`src/rtl/fir_pkg.sv`:
```
// Shared state encoding and default parameters for the FIR sequencing controller.
package fir_pkg;

  typedef enum logic [1:0] {
    IDLE  = 2'd0,
    LOAD  = 2'd1,
    RUN   = 2'd2,
    DRAIN = 2'd3
  } state_t;

  localparam int DEF_N_TAPS  = 4;
  localparam int DEF_DATA_W  = 8;
  localparam int DEF_OUT_W   = 14;
  localparam int DEF_FIR_LAT = 2;

endpackage

```
`src/rtl/fir_vld_pipe.sv`:
```
// Valid-bit delay line matching the filter latency; one bit per cycle in flight.
module fir_vld_pipe
  import fir_pkg::*;
#(
  parameter int DEPTH = DEF_FIR_LAT
) (
  input  logic clk,
  input  logic rst_n,
  input  logic vld_in,
  output logic vld_out,
  output logic empty
);

  logic [DEPTH-1:0] stg_q;
  logic [DEPTH-1:0] stg_d;

  // Shift in the new valid; empty looks at the next contents so the caller can
  // leave its drain state on the same edge the final result is captured.
  always_comb begin
    stg_d = (stg_q << 1'b1) | DEPTH'(vld_in);
    empty = (stg_d == {DEPTH{1'b0}});
  end

  // Stage register.
  always_ff @(posedge clk or negedge rst_n) begin
    if (!rst_n) begin
      stg_q <= {DEPTH{1'b0}};
    end else begin
      stg_q <= stg_d;
    end
  end

  assign vld_out = stg_q[DEPTH-1];

endmodule

```
`src/rtl/fir_ctrl.sv`:
```
// FIR sequencing controller: routes host bytes to the filter as coefficients or
// samples and re-times the filter output with a latency-matched valid pipeline.
module fir_ctrl
  import fir_pkg::*;
#(
  parameter int N_TAPS  = DEF_N_TAPS,
  parameter int DATA_W  = DEF_DATA_W,
  parameter int OUT_W   = DEF_OUT_W,
  parameter int FIR_LAT = DEF_FIR_LAT
) (
  input  logic              clk,
  input  logic              rst_n,
  input  logic [DATA_W-1:0] host_data,
  input  logic              host_valid,
  output logic              host_ready,
  input  logic              cmd_load,
  input  logic              cmd_run,
  input  logic              cmd_stop,
  output logic [DATA_W-1:0] fir_x_n,
  output logic              fir_valid,
  output logic              fir_set_coeffs,
  input  logic [OUT_W-1:0]  fir_y_n,
  output logic [OUT_W-1:0]  out_data,
  output logic              out_valid,
  output logic              coeffs_ok,
  output logic              busy,
  output logic              err
);

  localparam int TAP_W = (N_TAPS > 1) ? $clog2(N_TAPS) : 1;

  state_t             state_q, state_d;
  logic [TAP_W-1:0]   tap_q, tap_d;
  logic               busy_q, busy_d;
  logic               host_ready_q, host_ready_d;
  logic [DATA_W-1:0]  fir_x_q, fir_x_d;
  logic               fir_valid_q, fir_valid_d;
  logic               fir_set_q, fir_set_d;
  logic [OUT_W-1:0]   out_data_q, out_data_d;
  logic               out_valid_q, out_valid_d;
  logic               coeffs_ok_q, coeffs_ok_d;
  logic               err_q, err_d;

  logic accept_s;
  logic pipe_in_s;
  logic pipe_out_s;
  logic pipe_empty_s;

  assign accept_s  = host_valid && host_ready_q;
  // Only sample writes produce filter results; coefficient writes are excluded.
  assign pipe_in_s = fir_valid_q && !fir_set_q;

  fir_vld_pipe #(.DEPTH(FIR_LAT)) u_vld_pipe (
    .clk     (clk),
    .rst_n   (rst_n),
    .vld_in  (pipe_in_s),
    .vld_out (pipe_out_s),
    .empty   (pipe_empty_s)
  );

  // Next-state and registered-output logic.
  always_comb begin
    state_d     = state_q;
    tap_d       = tap_q;
    coeffs_ok_d = coeffs_ok_q;
    err_d       = 1'b0;
    fir_valid_d = accept_s;
    fir_set_d   = 1'b0;
    if (accept_s) begin
      fir_x_d = host_data;
    end else begin
      fir_x_d = fir_x_q;
    end

    case (state_q)
      IDLE: begin
        if (cmd_load) begin
          state_d     = LOAD;
          tap_d       = {TAP_W{1'b0}};
          coeffs_ok_d = 1'b0;
        end else if (cmd_run) begin
          if (coeffs_ok_q) begin
            state_d = RUN;
          end else begin
            err_d = 1'b1;
          end
        end else begin
          state_d = IDLE;
        end
      end
      LOAD: begin
        fir_set_d = accept_s;
        if (accept_s) begin
          if (tap_q == TAP_W'(N_TAPS - 1)) begin
            state_d     = IDLE;
            tap_d       = {TAP_W{1'b0}};
            coeffs_ok_d = 1'b1;
          end else begin
            tap_d = tap_q + TAP_W'(1);
          end
        end else begin
          tap_d = tap_q;
        end
      end
      RUN: begin
        if (cmd_stop) begin
          state_d = DRAIN;
        end else begin
          state_d = RUN;
        end
      end
      DRAIN: begin
        if (pipe_empty_s) begin
          state_d = IDLE;
        end else begin
          state_d = DRAIN;
        end
      end
      default: begin
        state_d = IDLE;
      end
    endcase

    busy_d       = (state_d != IDLE);
    host_ready_d = (state_d == LOAD) || (state_d == RUN);
    out_valid_d  = pipe_out_s;
    if (pipe_out_s) begin
      out_data_d = fir_y_n;
    end else begin
      out_data_d = out_data_q;
    end
  end

  // State and output registers.
  always_ff @(posedge clk or negedge rst_n) begin
    if (!rst_n) begin
      state_q      <= IDLE;
      tap_q        <= {TAP_W{1'b0}};
      busy_q       <= 1'b0;
      host_ready_q <= 1'b0;
      fir_x_q      <= {DATA_W{1'b0}};
      fir_valid_q  <= 1'b0;
      fir_set_q    <= 1'b0;
      out_data_q   <= {OUT_W{1'b0}};
      out_valid_q  <= 1'b0;
      coeffs_ok_q  <= 1'b0;
      err_q        <= 1'b0;
    end else begin
      state_q      <= state_d;
      tap_q        <= tap_d;
      busy_q       <= busy_d;
      host_ready_q <= host_ready_d;
      fir_x_q      <= fir_x_d;
      fir_valid_q  <= fir_valid_d;
      fir_set_q    <= fir_set_d;
      out_data_q   <= out_data_d;
      out_valid_q  <= out_valid_d;
      coeffs_ok_q  <= coeffs_ok_d;
      err_q        <= err_d;
    end
  end

  assign host_ready     = host_ready_q;
  assign fir_x_n        = fir_x_q;
  assign fir_valid      = fir_valid_q;
  assign fir_set_coeffs = fir_set_q;
  assign out_data       = out_data_q;
  assign out_valid      = out_valid_q;
  assign coeffs_ok      = coeffs_ok_q;
  assign busy           = busy_q;
  assign err            = err_q;

endmodule

```
`config.mk`:
```
export PLATFORM = sky130hd
export DESIGN_NAME = fir_ctrl
export DESIGN_NICKNAME = d
export VERILOG_FILES = /design/src/rtl/fir_pkg.sv /design/src/rtl/fir_vld_pipe.sv /design/src/rtl/fir_ctrl.sv
export SDC_FILE = /design/constraint.sdc
export NUM_CORES = 1
export LEC_CHECK = 0
export CORE_MARGIN = 2
export CORE_UTILIZATION = 41
export DETAILED_ROUTE_END_ITERATION = 6
export GPL_ROUTABILITY_DRIVEN = 0
export PLACE_DENSITY = 0.74
export SYNTH_ARGS = -nofsm -noshare
export SYNTH_HDL_FRONTEND = slang
export SYNTH_SLANG_ARGS = --single-unit
```
`constraint.sdc`:
```
create_clock -name clk -period 1.55 [get_ports clk]
set_input_delay 0.155 -clock clk [delete_from_list [all_inputs] [get_ports clk]]
set_output_delay 0.155 -clock clk [all_outputs]
set_load 0.05 [all_outputs]
```
; Yosys cells after proc, flatten, opt, wreduce, memory -nomap -nowiden
; Cells that the tools add are included.
[op_classes]
add_sub_neg = 1
n_eq_ne = 9
n_mux = 21
bitwise = 1
n_reduce_logical = 10
[op_table]
columns = operator, n
row1 = $mux 2, 9
row2 = $mux 1, 9
row3 = $eq 2x2->1 const B, 4
row4 = $pmux 2 s4, 1
row5 = $ne 2x2->1 const B, 3
row6 = $eq 2x1->1 const B, 2
row7 = $logic_not 2->1, 2
row8 = $pmux 2 s2, 1
row9 = $reduce_and 4->1, 1
row10 = $reduce_bool 2->1, 2
row11 = $reduce_and 3->1, 1
row12 = $add 2x1->2 const B, 1
row13 = $logic_and 1x1->1, 2
row14 = $or 2x1->2, 1
row15 = $pmux 1 s2, 1
row16 = $logic_not 1->1, 1
row17 = $logic_or 1x1->1, 1
[totals]
reg_bits = 35
input_bits = 28
out_inout_bits = 29
wordCells = 54

; Longest topological paths before layout
; Gate-level depths: netlist (run 1).
[depth]
ltp_word = 8
depth_mapped = 6
depth_no_buf = 6

; Hierarchy
; Synthesis (run 1) repeated with hierarchy kept, for this count alone.
[unflattened]
hier_cells = 94
area_unflattened_um2 = 1351.3
[by_module_without_submodules]
columns = module, instances, cells_each, area_per_inst_um2, seq_area_each_um2
row1 = fir_ctrl, 1, 91, 1297.5, 825.8
row2 = fir_vld_pipe, 1, 3, 53.8, 50.0

; Least setup slack after synthesis (run 1)
; OpenSTA, ideal clock, no wires.
[synth_path]
path_kind = reg-to-reg
start = register fir_valid_q (netlist: fir_valid)
end = register host_ready_q (netlist: host_ready)
setup_ns = 0.126
arrival_time_ns = 1.475
required_ns = 1.424
slack_ns = -0.051
path_stages_with_launch = 5
path_buffers = 0
period_less_slack_ns = 1.601
cell_sequence = dfrtp_1 -> nor2b_1 -> o21ai_0 -> a31o_2 -> ha_1
[synth_via]
elab_chain_len = 7
elab_cells_between_ends = 8
classes_between = 2 x eq/ne / 2 x mux / 1 x bitwise / 3 x reduce/logical
[synth_lines]
columns = item, line_no
row1 = start: declaration, fir_ctrl.sv:37  ; logic fir_valid_q, fir_valid_d;
row2 = start signal: assignment, fir_ctrl.sv:154  ; fir_valid_q <= fir_valid_d;
row3 = $logic_and 1x1->1 *, fir_ctrl.sv:51  ; assign pipe_in_s = fir_valid_q && !fir_set_q;
row4 = named net pipe_in_s, fir_ctrl.sv:45  ; logic pipe_in_s;
row5 = $or 2x1->2 *, fir_vld_pipe.sv:20  ; stg_d = (stg_q << 1'b1) | DEPTH'(vld_in);
row6 = $logic_not 2->1 *, fir_vld_pipe.sv:21  ; empty = (stg_d == {DEPTH{1'b0}});
row7 = $mux 2 *, fir_ctrl.sv:113  ; if (pipe_empty_s) begin
row8 = $pmux 2 s4 *, fir_ctrl.sv:75  ; case (state_q)
row9 = $eq 2x1->1 or $eq 2x2->1 (tied branches), fir_ctrl.sv:125  ; host_ready_d = (state_d == LOAD) || (state_d == RUN);
row10 = $logic_or 1x1->1 *, fir_ctrl.sv:125
row11 = named net host_ready_d, fir_ctrl.sv:35  ; logic host_ready_q, host_ready_d;
row12 = end signal: assignment, fir_ctrl.sv:152  ; host_ready_q <= host_ready_d;
row13 = end: declaration, fir_ctrl.sv:35
; Mark *: on every way through the listed nets, which the timed path passes. The rest lies on a longest branch.
; A chain may end at the register's enable or synchronous reset.

; Final worst setup path (run 1)
[layout_path]
start = register tap_q[0]
end = register host_ready_q (netlist: host_ready)
[layout_via]
elab_chain_len = 6
elab_cells_between_ends = 7
classes_between = 3 x eq/ne / 3 x mux / 1 x reduce/logical
[layout_lines]
columns = item, line_no
row1 = start: declaration, fir_ctrl.sv:33  ; logic [TAP_W-1:0] tap_q, tap_d;
row2 = start signal: assignment, fir_ctrl.sv:138  ; tap_q <= {TAP_W{1'b0}};
row3 = start signal: assignment, fir_ctrl.sv:150  ; tap_q <= tap_d;
row4 = $eq 2x2->1 *, fir_ctrl.sv:94  ; if (tap_q == TAP_W'(N_TAPS - 1)) begin
row5 = $mux 2 *, fir_ctrl.sv:94
row6 = $mux 2 *, fir_ctrl.sv:93  ; if (accept_s) begin
row7 = $pmux 2 s4 *, fir_ctrl.sv:75
row8 = $eq 2x1->1 or $eq 2x2->1 (tied branches), fir_ctrl.sv:125
row9 = $logic_or 1x1->1 *, fir_ctrl.sv:125
row10 = named net host_ready_d, fir_ctrl.sv:35
; Marks and branches as above.

==> results of run 1 <==
## stage by stage
stage | instance area (um^2) | utilization | std cells | setup WS (ns)
after floorplan | 1360 | - | 95 | 0.0665
after detailed placement | 1890 | 0.610 | 193 | 0.00270
after global placement | 1890 | 0.610 | 193 | 0.0472
after global routing | 1980 | 0.638 | 201 | 0.0308
final | 1980 | 0.638 | 201 | 0.0967
after CTS | 1980 | 0.638 | 201 | 0.0922
## worst register-to-register path, cell delays in order, from the launching register on
cell and delay (ns):
dfrtp_1 0.43, ha_1 0.24, nand3_1 0.07, nand2_1 0.07, a31o_2 0.24, ha_1 0.28
## layout make-up
cell class,count,area (um^2),share of cell area
clock buffers,6,51.3,0.0259
clock inverters,2,35.0,0.0177
inverters,5,18.8,0.00949
multi-input cells,51,438,0.221
flip-flops and latches,35,877,0.443
well taps,44,55.1,0.0278
repair buffers,58,503,0.254
## path summary, 6_finish.rpt
kind                                               startpoint                       endpoint  slack (ns)  cells past startpoint
min in group clk                u_vld_pipe.stg_q[0]$_DFF_PN0_  u_vld_pipe.stg_q[1]$_DFF_PN0_        0.41                      0
worst max register to register           tap_q[0]$_DFFE_PN0P_           host_ready$_DFF_PN0_         0.1                      5
worst min register to register  u_vld_pipe.stg_q[0]$_DFF_PN0_  u_vld_pipe.stg_q[1]$_DFF_PN0_        0.41                      0
max in group asynchronous                               rst_n            fir_valid$_DFF_PN0_        1.01                      2
worst max-delay path                     tap_q[0]$_DFFE_PN0P_           host_ready$_DFF_PN0_         0.1                      5
worst min-delay path                                    rst_n       out_data[10]$_DFFE_PN0P_        0.20                      2
## logic make-up (layout without fill, tap and decap cells)
group / Yosys count / in the layout
compound gates: 12 / 12
simple gates: 15 / 15
mux: 22 / 22
buf+inv: 9 / 71
fa+ha+maj: 2 / 2
flops: 35 / 35
## synthesized netlist by cell type (all sizes together)
master	count	area [um^2]
a211oi	1	7.51
a21boi	1	7.51
a21o	1	7.51
a21oi	2	10.0
a31o	1	8.76
a31oi	2	12.5
a41o	1	10.0
and3	1	6.26
and4b	1	11.3
buf	4	26.3
dfrtp	35	876
ha	2	25.0
inv	5	18.8
mux2	22	248
nand2	4	15.0
nand2b	1	6.26
nand3	3	15.0
nor2b	2	12.5
nor3	2	10.0
o21ai	2	10.0
o21bai	1	7.51
or4	1	7.51
## registers in the layout, summed over array words and instances, names as in the netlist, 2 cells and up
| name | count |
|---|---|
| out_data | 14 |
| state_q | 2 |
| u_vld_pipe.stg_q | 2 |
| tap_q | 2 |
| fir_x_n | 8 |
## layout by cell type, fill, tap and decap left out
cell | netlist | routed
inv_1 | 5 | 5
clkbuf_8 | 0 | 1
a211oi_1 | 1 | 1
o21ai_0 | 2 | 1
clkbuf_4 | 0 | 5
a21o_1 | 1 | 1
o21ai_1 | 0 | 1
clkinv_2 | 0 | 1
nand3_1 | 3 | 3
nor2b_1 | 2 | 2
dfrtp_2 | 0 | 1
a31o_2 | 1 | 1
and3_1 | 1 | 1
or4_1 | 1 | 1
mux2_2 | 22 | 22
and4b_2 | 1 | 1
a21oi_1 | 2 | 2
nand2b_1 | 1 | 1
o21bai_1 | 1 | 1
bufinv_16 | 0 | 1
a21boi_0 | 1 | 1
nand2_1 | 4 | 4
ha_1 | 2 | 2
dfrtp_1 | 35 | 34
a31oi_1 | 2 | 2
a41o_1 | 1 | 1
clkdlybuf4s50_1 | 0 | 27
nor3_1 | 2 | 2
buf_4 | 0 | 31
## per-layer routing
layer,vias to the layer above,GRT usage
met2,48,0.238
met4,0,0.0547
met3,7,0.0735
met1,463,0.182
li1,455,-
met5,-,0
## where the power goes
group	total, mW	switching, mW	leakage (nW)	internal (mW)
clock network	0.678	0.297	0.0482	0.381
logic	2.10	1.35	0.444	0.747
registers	1.50	0.246	0.411	1.25
==> flow_summary.ini, run 1 <==
[job]
cap_violations = 0

[clocking]
cts.clk_slew.worst_paths_ns = 0.11
cts_setup_buffers = 0
root_buffer = clkbuf_4
cts_made_buffers = 5
ctsHtreeMaxLevel = 2
clock_path_buffers = 2
clock_sinks = 35
cts_resized = 0
clkLatencyLatePin_ns = 0.34
cts_hold_buffers = 0
tritoncts = yes

[synth]
synth_top_family_by_area = multiplexers
synth_cell_type_count = 23
synth_area_per_cell_um2 = 14.3
yosys.area_share.xor_xnor = 0
synth-simple-area-share = 0.0617
netlist_instances = 95
synth.cell_area_mm2 = 0.00136
yosysWarnings = 0
syn_nets = 125
synth_compound_area_frac = 0.0599
yosysSeqAreaShare = 0.645
synthAdderAreaFrac = 0.0184
ys_seq_elements = 35
yosys-mux-area-fraction = 0.182

[setup_path]
arrival_ns = 1.67
worst-path-max-fanout = 4
crit_chain = ha_1 -> nand3_1 -> nand2_1 -> a31o_2 -> ha_1
critPathCaptureType = flip-flop
required_ns = 1.77
critPathTopFamily = adder cells
cp_common_cell = ha_1
path_class = reg2reg
slowest_stage = dfrtp_1
crit_path_max_incr_delay_ns = 0.43
worstSetupStartpointType = flip-flop
cp_num_buf_inv = 0

[grt]
antenna_found_initial = 0
grt_pass1_vias = 933
track_usage = 0.152
grt_pass1_wl_um = 4080
grt_max_degree = 36
overflow = 0

[die]
initial_utilization = 0.438
design.core.area_mm2 = 0.00310
die_x_um = 61.6
die-area_mm2 = 0.00379
dieHeight_um = 61.6
rows = 20
pin_count = 57

[drt]
drt-total-wl_um = 2570
wl_met2_um = 1150
drt_first_pass_iters = 4
drc = 0
top_layer_used = met4
initialDrtViolationCount = 25
wl_per_cell_um = 12.8
antenna_left = 0
dr_wl_met3_um = 313
via_count = 973
met1_length_um = 1060
viasPerCell = 4.84

[pwr]
power.density_mw_per_mm2 = 2160
power_mw = 4.27
ir_worst_vdd_v = 0.000903
leakage_nw = 0.903

[final_layout]
n_antenna_cell = 0
fillCellCount = 266
layout.nets = 186
drive_gt1_frac = 0.408
syn2layout_area_growth_pct = 45.6

[worst_hold_path]
min_path_type = in2async

[timing]
setup_viol = 0
finalCriticalPeriod_ns = 1.45
fmax_mhz = 688
holdWs_ns = 0.203
finalCritPeriodShare = 0.938
worstMarginPinSlew_ns = 0.550
hold_viol_final = 0
slew_headroom = 0.633
rsz0062_at_grt = false
clock_skew_ns = 0.0144
slew_viol_final = 0
fin_tns_setup_ns = 0

[placement]
dpl.hpwl_um = 1950
portBuffers = 56

[status]
outcome = completed
Note: power is estimated with default switching activity, not from simulation.
==> run 2: changes to the inputs <==
SLEW_MARGIN = 10   (was unset)
==> results of run 2 <==
The final DEF is identical to that of run 1; final timing and power are the same.
